===== src/rtl/program_loader_pkg.sv =====
// program_loader_pkg: types and constants shared by the program loader.
//   loader_state_t - loader FSM states
//   MAX_LOAD_LEN   - largest accepted program length in bytes
//   COUNT_WIDTH    - width of a counter that must hold 0..MAX_LOAD_LEN
//   is_busy_state  - true for the states that consume stream bytes
package program_loader_pkg;

    localparam int unsigned MAX_LOAD_LEN = 16;
    localparam int unsigned COUNT_WIDTH  = $clog2(MAX_LOAD_LEN + 1);

    typedef enum logic [2:0] {
        IDLE,
        LEN,
        DATA,
        CSUM,
        DONE,
        ERROR
    } loader_state_t;

    function automatic logic is_busy_state(input loader_state_t s);
        return (s == LEN) || (s == DATA) || (s == CSUM);
    endfunction

endpackage


===== src/rtl/program_loader.sv =====
// program_loader: receives a framed byte stream (length N, N data bytes,
// 8-bit modular checksum) and writes the data bytes into a program RAM
// from address 0, holding the CPU in reset until a load verifies.
//   clk, reset      - clock, synchronous active-high reset
//   start           - request a (re)load; ignored while a load is running
//   in_valid/in_data/in_ready - byte stream handshake
//   ram_we/ram_address/ram_data_in - RAM write port (registered)
//   busy/done/error - load status
//   load_count      - data bytes written in the current load
//   cpu_hold        - low only while a verified program is resident
module program_loader
    import program_loader_pkg::*;
#(
    parameter int unsigned ADDR_WIDTH = 4,
    parameter int unsigned DATA_WIDTH = 8
) (
    input  logic                   clk,
    input  logic                   reset,
    input  logic                   start,
    input  logic                   in_valid,
    input  logic [DATA_WIDTH-1:0]  in_data,
    output logic                   in_ready,
    output logic                   ram_we,
    output logic [ADDR_WIDTH-1:0]  ram_address,
    output logic [DATA_WIDTH-1:0]  ram_data_in,
    output logic                   busy,
    output logic                   done,
    output logic                   error,
    output logic [COUNT_WIDTH-1:0] load_count,
    output logic                   cpu_hold
);

    loader_state_t          state;
    loader_state_t          state_next;
    logic [COUNT_WIDTH-1:0] length;
    logic [DATA_WIDTH-1:0]  checksum;
    logic                   accept;
    logic                   len_ok;
    logic                   last_data;

    assign accept    = in_valid && in_ready;
    assign len_ok    = (in_data != '0) && (in_data <= DATA_WIDTH'(MAX_LOAD_LEN));
    assign last_data = (load_count + COUNT_WIDTH'(1)) == length;

    always_comb begin
        state_next = state;
        case (state)
            IDLE:        if (start)  state_next = LEN;
            LEN:         if (accept) state_next = len_ok ? DATA : ERROR;
            DATA:        if (accept && last_data) state_next = CSUM;
            CSUM:        if (accept) state_next = (in_data == checksum) ? DONE : ERROR;
            DONE, ERROR: if (start)  state_next = LEN;
            default:     state_next = IDLE;
        endcase
    end

    // Status outputs are decoded from the next state so they change on the
    // same edge as the state register (cpu_hold rises as DONE is left).
    always_ff @(posedge clk) begin
        if (reset) begin
            state       <= IDLE;
            in_ready    <= 1'b0;
            busy        <= 1'b0;
            done        <= 1'b0;
            error       <= 1'b0;
            cpu_hold    <= 1'b1;
            ram_we      <= 1'b0;
            ram_address <= '0;
            ram_data_in <= '0;
            load_count  <= '0;
            length      <= '0;
            checksum    <= '0;
        end else begin
            state    <= state_next;
            in_ready <= is_busy_state(state_next);
            busy     <= is_busy_state(state_next);
            done     <= (state_next == DONE);
            error    <= (state_next == ERROR);
            cpu_hold <= (state_next != DONE);
            ram_we   <= 1'b0;

            if (state == LEN && accept && len_ok) begin
                length     <= COUNT_WIDTH'(in_data);
                load_count <= '0;
                checksum   <= '0;
            end

            if (state == DATA && accept) begin
                ram_we      <= 1'b1;
                ram_address <= ADDR_WIDTH'(load_count);
                ram_data_in <= in_data;
                load_count  <= load_count + COUNT_WIDTH'(1);
                checksum    <= checksum + in_data;
            end
        end
    end

endmodule


===== config.mk =====
export PLATFORM = sky130hd
export DESIGN_NAME = program_loader
export DESIGN_NICKNAME = d
export VERILOG_FILES = /design/src/rtl/program_loader_pkg.sv /design/src/rtl/program_loader.sv
export SDC_FILE = /design/constraint.sdc
export NUM_CORES = 1
export LEC_CHECK = 0
export BUFFER_PORTS_ARGS = -buffer_cell sky130_fd_sc_hd__buf_2
export CORE_ASPECT_RATIO = 1.5
export CORE_UTILIZATION = 39
export CTS_CLUSTER_SIZE = 8
export DETAILED_ROUTE_END_ITERATION = 16
export PLACE_DENSITY = 0.59
export SETUP_SLACK_MARGIN = 0.2
export SYNTH_ARGS = -nofsm -noshare
export SYNTH_HDL_FRONTEND = slang
export SYNTH_SLANG_ARGS = --single-unit
export TNS_END_PERCENT = 20

===== constraint.sdc =====
create_clock -name clk -period 4.46 [get_ports clk]
set_input_delay 0.446 -clock clk [delete_from_list [all_inputs] [get_ports clk]]
set_output_delay 0.446 -clock clk [all_outputs]
set_load 0.01 [all_outputs]

**Yosys cells after proc, flatten, opt, wreduce, memory -nomap -nowiden**

Cells that the tools add are included.

- Reductions and logical operators: 12
- Muxes and demuxes: 12
- Equal/unequal tests: 13
- $add $sub $neg: 2
- $lt $le $gt $ge: 1

Operators by type and width:

| kind | number |
|---|---|
| 8-bit two-way mux | 2 |
| 3-bit two-way mux | 5 |
| 3-bit by 2-bit equality test with 1-bit output, second input constant | 4 |
| 3-bit equality test, second input constant | 4 |
| 3-bit one-hot mux with 4 select lines | 1 |
| 5-bit two-way mux | 2 |
| 8-bit adder | 1 |
| 8-bit equality test | 1 |
| 8-bit by 5-bit <= comparator with 1-bit output, second input constant | 1 |
| 8-bit nonzero test | 1 |
| 3-bit by 1-bit equality test with 1-bit output, second input constant | 2 |
| 1-bit logical AND | 6 |
| 5-bit by 1-bit adder with 5-bit output, second input constant | 1 |
| 5-bit equality test | 1 |
| 3-bit logical NOT | 1 |
| 3-bit inequality test, second input constant | 1 |
| 3-bit OR reduction | 1 |
| 1-bit logical OR | 2 |
| 1-bit two-way mux | 2 |
| 2-bit nonzero test | 1 |

- Output and inout port bits: 23
- Register bits: 38
- Logic and storage cells: 51
- Bits of input ports: 12

**Depth between registers and ports, before layout**

Gate-level depths: netlist (run 1).

- Depth in word-level cells: 8
- Depth in mapped cells: 7
- Mapped depth without buffers: 7

**Worst setup path before layout (run 1)**

Ideal clock, no wire load.

- Path kind: input to register
- From: input port in_data[0]
- To: register checksum[6]
- Slack: 2.478 ns
- Path buffers: 0
- Cell stages on the path: 7
- Data required time: 4.343 ns
- Arrival time: 1.865 ns
- Library setup time: 0.117 ns
- Cell sequence: ha_1 > fa_1 > a21o_1 > a21oi_1 > o21ai_0 > xor2_1 > a32o_1

- Word-level cells in the longest chain between the ends: 4
- Elaborated cells between the ends (all ways): 7
- Those cells by class: add/sub (1); order compare (1); mux (1); reduce/logical (4)

RTL lines:

| element | line | text |
|---|---|---|
| start, declared | program_loader.sv:21 | `input logic [DATA_WIDTH-1:0] in_data,` |
| 8-bit by 5-bit <= comparator with 1-bit output / 8-bit nonzero test (equally long branches) | program_loader.sv:42 | `assign len_ok = (in_data != '0) && (in_data <= DATA_WIDTH'(MAX_LOAD_LEN));` |
| 1-bit logical AND | program_loader.sv:42 |  |
| 1-bit logical AND | program_loader.sv:82 | `if (state == LEN && accept && len_ok) begin` |
| 2-bit nonzero test (no source line) | - |  |
| end signal, assigned | program_loader.sv:93 | `checksum <= checksum + in_data;` |
| end, declared | program_loader.sv:36 | `logic [DATA_WIDTH-1:0] checksum;` |

Parallel ways exist; a longest one is shown, timed or not.
A chain may end at the register's enable or synchronous reset.

**Final worst setup path (run 1)**

- From: register checksum[1]
- To: register checksum[7]

- Word-level cells in the longest chain between the ends: 2

RTL lines:

| element | line | text |
|---|---|---|
| 8-bit adder | program_loader.sv:93 |  |
| 8-bit two-way mux | program_loader.sv:88 | `if (state == DATA && accept) begin` |

No other way between the ends.

==> flow_summary.ini, run 1 <==
[cts]
cts_htree_levels = 2
cts_resized = 0
tritoncts_buffers = 5
clk_latency_worst_skew_pair_ns = 0.29
clock_path_buffers = 2
tritoncts = yes
clk_transition_reported_paths_ns = 0.08
post-cts-setup-buffers = 0
tritoncts_num_sinks = 38
holdBufCountCts = 0
clk_root_buffer_cell = clkbuf_8

[layout]
diodes = 0
final-instance-count-excl-fill = 308
mostFrequentLayoutCells = 38 x dfxtp_1, 34 x buf_2, 30 x nand2_1
fillers = 477
final_common_cell = dfxtp_1
drive_above_1_share_pct = 20.9
post-route-util_pct = 47.6
areaGrowthSynthToFinish_pct = 16.0
num-nets-final = 264

[detailed_routing]
drt.antenna.violating_nets = 0
drt-total-wl_um = 4110
dr.first_iter.drc_count = 72
residual_drc = 0
vias_per_cell = 5.14
met2_wirelength_um = 2060
top_layer_used = met4
vias = 1583
detailedRoute.firstPassIterationCount = 4
wl_met3_um = 146
routed_wire_length_per_instance_um = 13.3
m1WireLength_um = 1810

[setup_path]
worstPathMaxFanout = 4
worstSetupPathType = flip-flop to flip-flop
worst_ep_required_time_ns = 4.68
rrSetupSlack_ns = 2.50
timing.critical_path.from_type = flip-flop
rr_startpoint = checksum[1]$_SDFFE_PP0P_
endpoint_kind = flip-flop
worst_ep_arrival_time_ns = 2.17
worst_setup_path_startpoint = checksum[1]$_SDFFE_PP0P_

[global_route]
grt_pass1_wl_um = 7100
globalRoute.totalOverflow = 0
grt_antenna_before_repair = 0
track_usage_pct = 18.5
grt_pass1_vias = 1506
pin_count_of_the_biggest_net_entering_global_routing = 36

[placed_design]
dp_hpwl_um = 2950
dpl.cell_count = 300
portBuffers = 34
routabilityCongestion = 0.815

[synth]
ffs_latches_synth = 38
ys.warnings.count = 0
syn-cell-area_um2 = 1860
ys_seq_area_share_pct = 40.8
synthesis.nets = 234
syn_area_per_cell_um2 = 8.75
post_synth_inst_count = 213
synth_enable_flop_cells = 0
ys.flop_type = dfxtp_1
share_of_synthesized_registers_carrying_an_async_set_or_reset_pct = 0
post_synth_num_cell_types = 45

[outcome]
status = complete, no violations

[sta]
hold_viol_final = 0
fmax_ghz = 0.511
final.min_clock_period_ns = 1.96
pins_over_their_slew_limit = 0
worstMarginPinSlew_ns = 0.722
final_setup_tns_ns = 0
setup_viol_count_final = 0
post-route-period-util_pct = 43.9
timing.clock.skew_ns = 0.00610
rsz_0062_raised_after_global_routing = no
slew_headroom_pct = 51.7
worst_hold_slack_ns = 0.432

[floorplanning]
die-area_um2 = 5070
die_h_um = 86.7
coreArea_um2 = 4540
io_pins = 35
chipWidth_um = 58.5
floorplan.initialDensity_pct = 41.0
rows = 30

[worst_hold_path]
min_path_type = input port to flip-flop
worst_hold_startpoint = in_data[0]

[power_and_ir_drop]
powerDensity_nw_per_um2 = 293
design_power_total_uw = 634
power_leakage_nw = 0.927
irDropWorstVdd_mv = 0.203

[flow_run]
max_cap_violations = 0
-- final cells by class --
type / instances / area (um^2) / share of cell area, %
clock buffers: 6 / 82.6 / 3.82
repair buffers: 35 / 178 / 8.21
clock inverters: 2 / 12.5 / 0.578
inverters: 1 / 3.75 / 0.174
flip-flops and latches: 38 / 761 / 35.2
well taps: 64 / 80.1 / 3.70
multi-input cells: 162 / 1050 / 48.4
-- cells in the mapped netlist (all sizes together), types with 2 or more instances --
cell | count | area share (%)
nand4 | 2 | 0.67
mux2i | 5 | 2.7
a21o | 3 | 1.2
nor3b | 2 | 0.81
a31oi | 3 | 1.3
nand3 | 6 | 1.6
nor4 | 3 | 1.3
nand4b | 3 | 1.4
xnor2 | 9 | 4.2
clkbuf | 8 | 1.6
a22oi | 6 | 2.4
dfxtp | 38 | 41
nand2 | 30 | 6.0
o21ai | 5 | 1.3
a21oi | 19 | 5.1
ha | 8 | 5.4
nand2b | 2 | 0.67
nor2 | 24 | 4.8
or3 | 2 | 0.67
and2 | 3 | 1.0
buf | 4 | 1.3
nand3b | 4 | 1.6
nor3 | 2 | 0.54
xor2 | 5 | 2.3
-- power breakdown --
group,internal [mW],switching (mW)
logic,0.0158,0.0265
registers,0.341,0.00208
clock network,0.124,0.124
-- per-layer routing --
layer / vias to the layer above / global-route usage (%)
met3: 8 / 4.48
met5: - / 0
met4: 0 / 8.01
met1: 734 / 22.7
met2: 33 / 30.4
li1: 808 / -
-- critical path, cell delays in order (launching register included) --
cell,delay (ns)
dfxtp_1,0.39
ha_1,0.28
a21o_1,0.19
and4_4,0.20
o21a_1,0.19
or4_1,0.51
a31oi_1,0.13
-- path summary, 6_finish.rpt --
| check | to | cells after the start |
|---|---|---|
| worst min register to register | ram_address[1]$_SDFFE_PP0P_ | 2 |
| worst max-delay path | checksum[7]$_SDFFE_PP0P_ | 6 |
| worst max register to register | checksum[7]$_SDFFE_PP0P_ | 6 |
| worst min-delay path | ram_data_in[0]$_SDFFE_PP0P_ | 3 |
-- state kept, by name (all words and copies together) (netlist names) --
register     flops
checksum         8
ram_data_in      8
length           5
load_count       5
ram_address      4
state            3
busy             1
cpu_hold         1
done             1
error            1
ram_we           1
-- through the flow --
stage | area [um^2] | worst slack, ns
floorplan | 1860 | 2.48
global placement | 2070 | 2.27
detailed placement | 2070 | 2.22
CTS | 2160 | 2.50
global route | 2160 | 2.38
finish | 2160 | 2.50
-- kinds of logic after synthesis --
| kind of cell | count (synthesis) | synth area share [%] |
|---|---|---|
| muxes | 5 | 2.68 |
| AOI/OAI and AO/OA | 45 | 15.9 |
| xor gates and xnor gates | 14 | 6.58 |
| buffers and inverters | 13 | 3.09 |
| and+or+nand+nor | 89 | 24.5 |
| adders and majority gates | 9 | 6.44 |
| DFF | 38 | 40.8 |
No activity file was read; power rests on OpenSTA's default activity.
==> run 2, diff against run 1 <==
Clock period 4.46 ns to 1.99 ns, I/O delays scaled along.
==> run 2 against run 1 <==
Against the previous run:
- worst setup slack worse by 2.3 ns
- routed wire length is 5.0% higher
- global-route usage is 0.37 points higher
==> flow_summary.ini, run 2 (same netlist as run 1, synthesis figures left out) <==
[detailed_routing]
drt.antenna.violating_nets = 0
detailedRoute.firstPassIterationCount = 4
vias = 1609
residual_drc = 0
dr.first_iter.drc_count = 49
vias_per_cell = 5.08
routed_wire_length_per_instance_um = 13.6
drt-total-wl_um = 4320

[power_and_ir_drop]
irDropWorstVdd_mv = 0.302
power_leakage_nw = 0.963
powerDensity_nw_per_um2 = 632
share_comb_of_total_power_pct = 7.0
seq_power_share_pct = 53.7
pwr-share-clk_pct = 39.3
p_sw_uw = 351
cell_internal_pwr_mw = 1.08
power.share.switching_pct = 24.5

[global_route]
grt_pass1_vias = 1526
globalRoute.totalOverflow = 0
grt_antenna_before_repair = 0
pin_count_of_the_biggest_net_entering_global_routing = 25
track_usage_pct = 18.9
grt_pass1_wl_um = 7200

[setup_path]
timing.critical_path.buf_inv = 0
endpoint_kind = flip-flop
cp_cell_sequence = ha_4 > a21o_1 > and4_4 > nor4_1 > or4_1 > a31oi_1
worst_ep_required_time_ns = 2.22
endpoint_of_the_lowest_slack_register_to_register_path = checksum[7]$_SDFFE_PP0P_
critPathTopFamily = simple AND/OR/NAND/NOR gates
worstPathMaxFanout = 4
worstSetupPathType = flip-flop to flip-flop
timing.reg2reg.worst_path_depth = 6
slowest_delay_ns = 0.49
timing.critical_path.from_type = flip-flop
critical_path_cell_count = 6
worst_ep_arrival_time_ns = 2.01
worst_setup_path_startpoint = checksum[1]$_SDFFE_PP0P_
critPathCapture = checksum[7]$_SDFFE_PP0P_
rrSetupSlack_ns = 0.21
critPathSlowestCell = or4_1
rr_startpoint = checksum[1]$_SDFFE_PP0P_

[placed_design]
routabilityCongestion = 0.797
portBuffers = 34
dp_hpwl_um = 3090

[sta]
worstMarginPinSlew_ns = 0.430
hold_viol_final = 0
rsz_0062_raised_after_global_routing = yes
post-route-period-util_pct = 89.4
setup_viol_count_final = 0
final.min_clock_period_ns = 1.78
slew_headroom_pct = 71.2
timing.clock.skew_ns = 0.00683
final_setup_tns_ns = 0
pins_over_their_slew_limit = 0
fmax_ghz = 0.562

[floorplanning]
chipWidth_um = 58.5
rows = 30
floorplan.initialDensity_pct = 41.0
die_h_um = 86.7
die-area_um2 = 5070
io_pins = 35
coreArea_um2 = 4540

[cts]
holdBufCountCts = 0
cts_htree_levels = 2
clk_transition_reported_paths_ns = 0.08
tritoncts_buffers = 5
clk_latency_worst_skew_pair_ns = 0.30
clock_path_buffers = 2
clk_root_buffer_cell = clkbuf_8
tritoncts_num_sinks = 38
tritoncts = yes

[layout]
diodes = 0
post-route-util_pct = 49.9
fillers = 466
largestRegisters = checksum (8), ram_data_in (8)
drive_above_1_share_pct = 27.7
areaGrowthSynthToFinish_pct = 21.5
regArea_um2 = 767
mostFrequentLayoutCells = 35 x dfxtp_1, 34 x buf_2, 30 x nand2_1
final_common_cell = dfxtp_1
num-nets-final = 273
multi_input_combinational_cell_area_um2 = 1070

[worst_hold_path]
worst_hold_startpoint = in_data[2]
min_path_type = input port to flip-flop

[flow_run]
max_cap_violations = 0

[outcome]
status = complete, no violations
==> run 2: worst min path at each step <==
stage,to,slack [ns],cells after the start
final,ram_data_in[2]$_SDFFE_PP0P_,0.19,3
after global routing,ram_data_in[2]$_SDFFE_PP0P_,0.19,3
after CTS,ram_data_in[3]$_SDFFE_PP0P_,0.18,3
after detailed placement,ram_address[2]$_SDFFE_PP0P_,0.45,2
after global placement,ram_address[1]$_SDFFE_PP0P_,0.44,2
after floorplan,ram_data_in[0]$_SDFFE_PP0P_,0.33,2
==> run 2: final cells by class <==
cell class | instances | area share (%)
tap | 64 | 3.54
clock inverter | 2 | 0.552
inverter | 1 | 0.166
timing repair buffer | 44 | 10.8
multi-input combinational | 162 | 47.4
sequential | 38 | 33.9
clock buffer | 6 | 3.65
==> run 2: worst reg2reg max path, delay by kind of cell, from the launching register on <==
family          cells  cell delay (ns)
fa+ha+maj           1             0.26
compound gates      2             0.30
flops               1             0.37
simple gates        3             0.78
==> run 2: power by group through the flow <==
stage | Sequential, mW | Clock (mW) | Combinational, mW
finish | 0.768 | 0.563 | 0.101
global route | 0.769 | 0.611 | 0.112
CTS | 0.768 | 0.586 | 0.101
detailed placement | 0.786 | 0 | 0.100
global placement | 0.786 | 0 | 0.101
floorplan | 0.786 | 0 | 0.0608
==> run 2: layer usage <==
metal / global-route usage [%] / wire length, um
met1: 22.4 / 1960
met2: 31.3 / 2100
met3: 4.48 / 147
met4: 9.31 / 100
met5: 0 / 0
==> run 2: metrics by stage <==
| step | power, mW | cell area, um^2 | setup slack, ns | hold WS (ns) | instances |
|---|---|---|---|---|---|
| after floorplan | 0.847 | 1880 | 0.171 | 0.335 | 213 |
| after global placement | 0.887 | 2140 | 0.105 | 0.441 | 308 |
| after detailed placement | 0.886 | 2140 | 0.0910 | 0.448 | 308 |
| after CTS | 1.45 | 2250 | 0.199 | 0.182 | 316 |
| after global routing | 1.49 | 2260 | 0.169 | 0.187 | 317 |
| final | 1.43 | 2260 | 0.210 | 0.190 | 317 |
==> run 2: what timing repair did <==
item / 4_1_cts / 5_1_grt
setup endpoints to repair: 2 / 11
hold endpoints to repair: 0 / 0
cloned: 0 / 0
resized for setup: 3 / 6
buffers inserted: 0 / 1
pin swaps: 0 / 4
==> run 3, diff against run 2 <==
Settings changed: RECOVER_POWER set to 50.
==> run 3 against run 2 <==
Against the previous run:
- routed wire length down 0.16%
- clock-buffer cell count unchanged
- hold slack better by 0.00083 ns
- largest power group unchanged
==> flow_summary.ini, run 3 (same netlist as run 1, synthesis figures left out) <==
[worst_hold_path]
min_path_type = input port to flip-flop
worstHoldPathCells = 3

[floorplanning]
io_pins = 35
coreArea_um2 = 4540
chipWidth_um = 58.5
die-area_um2 = 5070
rows = 30
floorplan.initialDensity_pct = 41.0
die_h_um = 86.7

[power_and_ir_drop]
power_leakage_nw = 0.868
irDropWorstVdd_mv = 0.304
design_power_total_mw = 1.43
powerDensity_nw_per_um2 = 642

[setup_path]
cp_cell_sequence = ha_4 > a21o_1 > and4_4 > nor4_1 > or4_1 > a31oi_1
critPathTopFamily = simple AND/OR/NAND/NOR gates
worstPathMaxFanout = 4
worst_ep_arrival_time_ns = 2.01
critPathCapture = checksum[7]$_SDFFE_PP0P_
endpoint_kind = flip-flop
worst_ep_required_time_ns = 2.22
critical_path_cell_count = 6
worstSetupPathType = flip-flop to flip-flop
endpoint_of_the_lowest_slack_register_to_register_path = checksum[7]$_SDFFE_PP0P_
timing.critical_path.from_type = flip-flop
timing.critical_path.buf_inv = 0
rrSetupSlack_ns = 0.21
timing.reg2reg.worst_path_depth = 6
rr_startpoint = checksum[1]$_SDFFE_PP0P_
critPathSlowestCell = or4_1
slowest_delay_ns = 0.49
worst_setup_path_startpoint = checksum[1]$_SDFFE_PP0P_

[sta]
timing.clock.skew_ns = 0.00643
fmax_ghz = 0.562
worstMarginPinSlew_ns = 0.459
hold_viol_final = 0
rsz_0062_raised_after_global_routing = yes
post-route-period-util_pct = 89.4
final.min_clock_period_ns = 1.78
pins_over_their_slew_limit = 0
setup_viol_count_final = 0
final_setup_tns_ns = 0
slew_headroom_pct = 69.4

[detailed_routing]
top_layer_used = met4
drt-total-wl_um = 4310
vias = 1615
wl_met3_um = 144
dr.first_iter.drc_count = 52
drt.antenna.violating_nets = 0
residual_drc = 0
detailedRoute.firstPassIterationCount = 4
routed_wire_length_per_instance_um = 13.6
vias_per_cell = 5.09
met2_wirelength_um = 2110
m1WireLength_um = 1960

[global_route]
grt_pass1_wl_um = 7200
track_usage_pct = 18.9
grt_antenna_before_repair = 0
globalRoute.totalOverflow = 0
pin_count_of_the_biggest_net_entering_global_routing = 25
grt_pass1_vias = 1526

[flow_run]
max_cap_violations = 0

[placed_design]
dp_hpwl_um = 3090
dpl.cell_count = 308
routabilityCongestion = 0.797
portBuffers = 34

[layout]
regArea_um2 = 766
final-instance-count-excl-fill = 317
areaGrowthSynthToFinish_pct = 19.6
diodes = 0
largestRegisters = checksum (8), ram_data_in (8)
mostFrequentLayoutCells = 36 x dfxtp_1, 30 x nand2_1, 24 x nor2_1
multi_input_combinational_cell_area_um2 = 1070
final_common_cell = dfxtp_1
fillers = 480
num-nets-final = 273
drive_above_1_share_pct = 18.2

[cts]
clk_root_buffer_cell = clkbuf_8
tritoncts_buffers = 5
cts_htree_levels = 2
tritoncts_num_sinks = 38
clock_path_buffers = 2
holdBufCountCts = 0
tritoncts = yes
clk_transition_reported_paths_ns = 0.08
clk_latency_worst_skew_pair_ns = 0.30

[outcome]
status = complete, no violations
## run 3: cell types whose count changed in the layout (fill, tap and decap cells not counted)
cell | previous run | this run
buf_2 | 34 | 13
buf_4 | 10 | 8
clkbuf_1 | 0 | 23
dfxtp_1 | 35 | 36
dfxtp_2 | 2 | 1
## run 3: worst min-delay path by stage
stage / end / slack, ns / startpoint
after floorplan: ram_data_in[0]$_SDFFE_PP0P_ / 0.33 / in_data[0]
after global placement: ram_address[1]$_SDFFE_PP0P_ / 0.44 / ram_address[1]$_SDFFE_PP0P_
after detailed placement: ram_address[2]$_SDFFE_PP0P_ / 0.45 / ram_address[2]$_SDFFE_PP0P_
after CTS: ram_data_in[3]$_SDFFE_PP0P_ / 0.18 / in_data[3]
after global routing: ram_data_in[2]$_SDFFE_PP0P_ / 0.19 / in_data[2]
final: ram_data_in[2]$_SDFFE_PP0P_ / 0.19 / in_data[2]
## run 3: final cells by class
class,instances,area share (%)
Sequential cell,38,34.3
Clock inverter,2,0.561
Timing Repair Buffer,44,9.48
Clock buffer,6,3.70
Inverter,1,0.168
Multi-Input combinational cell,162,48.1
Tap cell,64,3.59
## run 3: power by group
group / total [mW] / switching, mW / leakage (nW) / internal, mW
Combinational: 0.100 / 0.0618 / 0.513 / 0.0381
Sequential: 0.768 / 0.00531 / 0.308 / 0.763
Clock: 0.564 / 0.285 / 0.0472 / 0.279
## run 3: worst register-to-register path: stages, from the launching register on
cell and delay (ns):
dfxtp_4 0.37, ha_4 0.26, a21o_1 0.14, and4_4 0.23, nor4_1 0.06, or4_1 0.49
a31oi_1 0.16
## run 3: metrics by stage
stage / utilization [%] / setup slack (ns) / hold WS, ns / cell area (um^2)
finish: 49.1 / 0.210 / 0.191 / 2230
global route: 49.1 / 0.120 / 0.187 / 2230
CTS: 49.4 / 0.199 / 0.182 / 2250
detailed placement: 47.2 / 0.0910 / 0.448 / 2140
global placement: 47.2 / 0.105 / 0.441 / 2140
floorplan: - / 0.171 / 0.335 / 1880
## run 3: repair_timing
item,in CTS,in global routing
resized for setup,3,6
pin swaps,0,4
endpoints found under the setup margin,2,11
buffers inserted,0,1
gates cloned,0,0
## run 3: routing by layer
layer  vias to the layer above  GRT usage, %
li1                        825             -
met1                       750          22.4
met2                        32          31.3
met3                         8          4.48
met4                         0          9.31
met5                         -             0
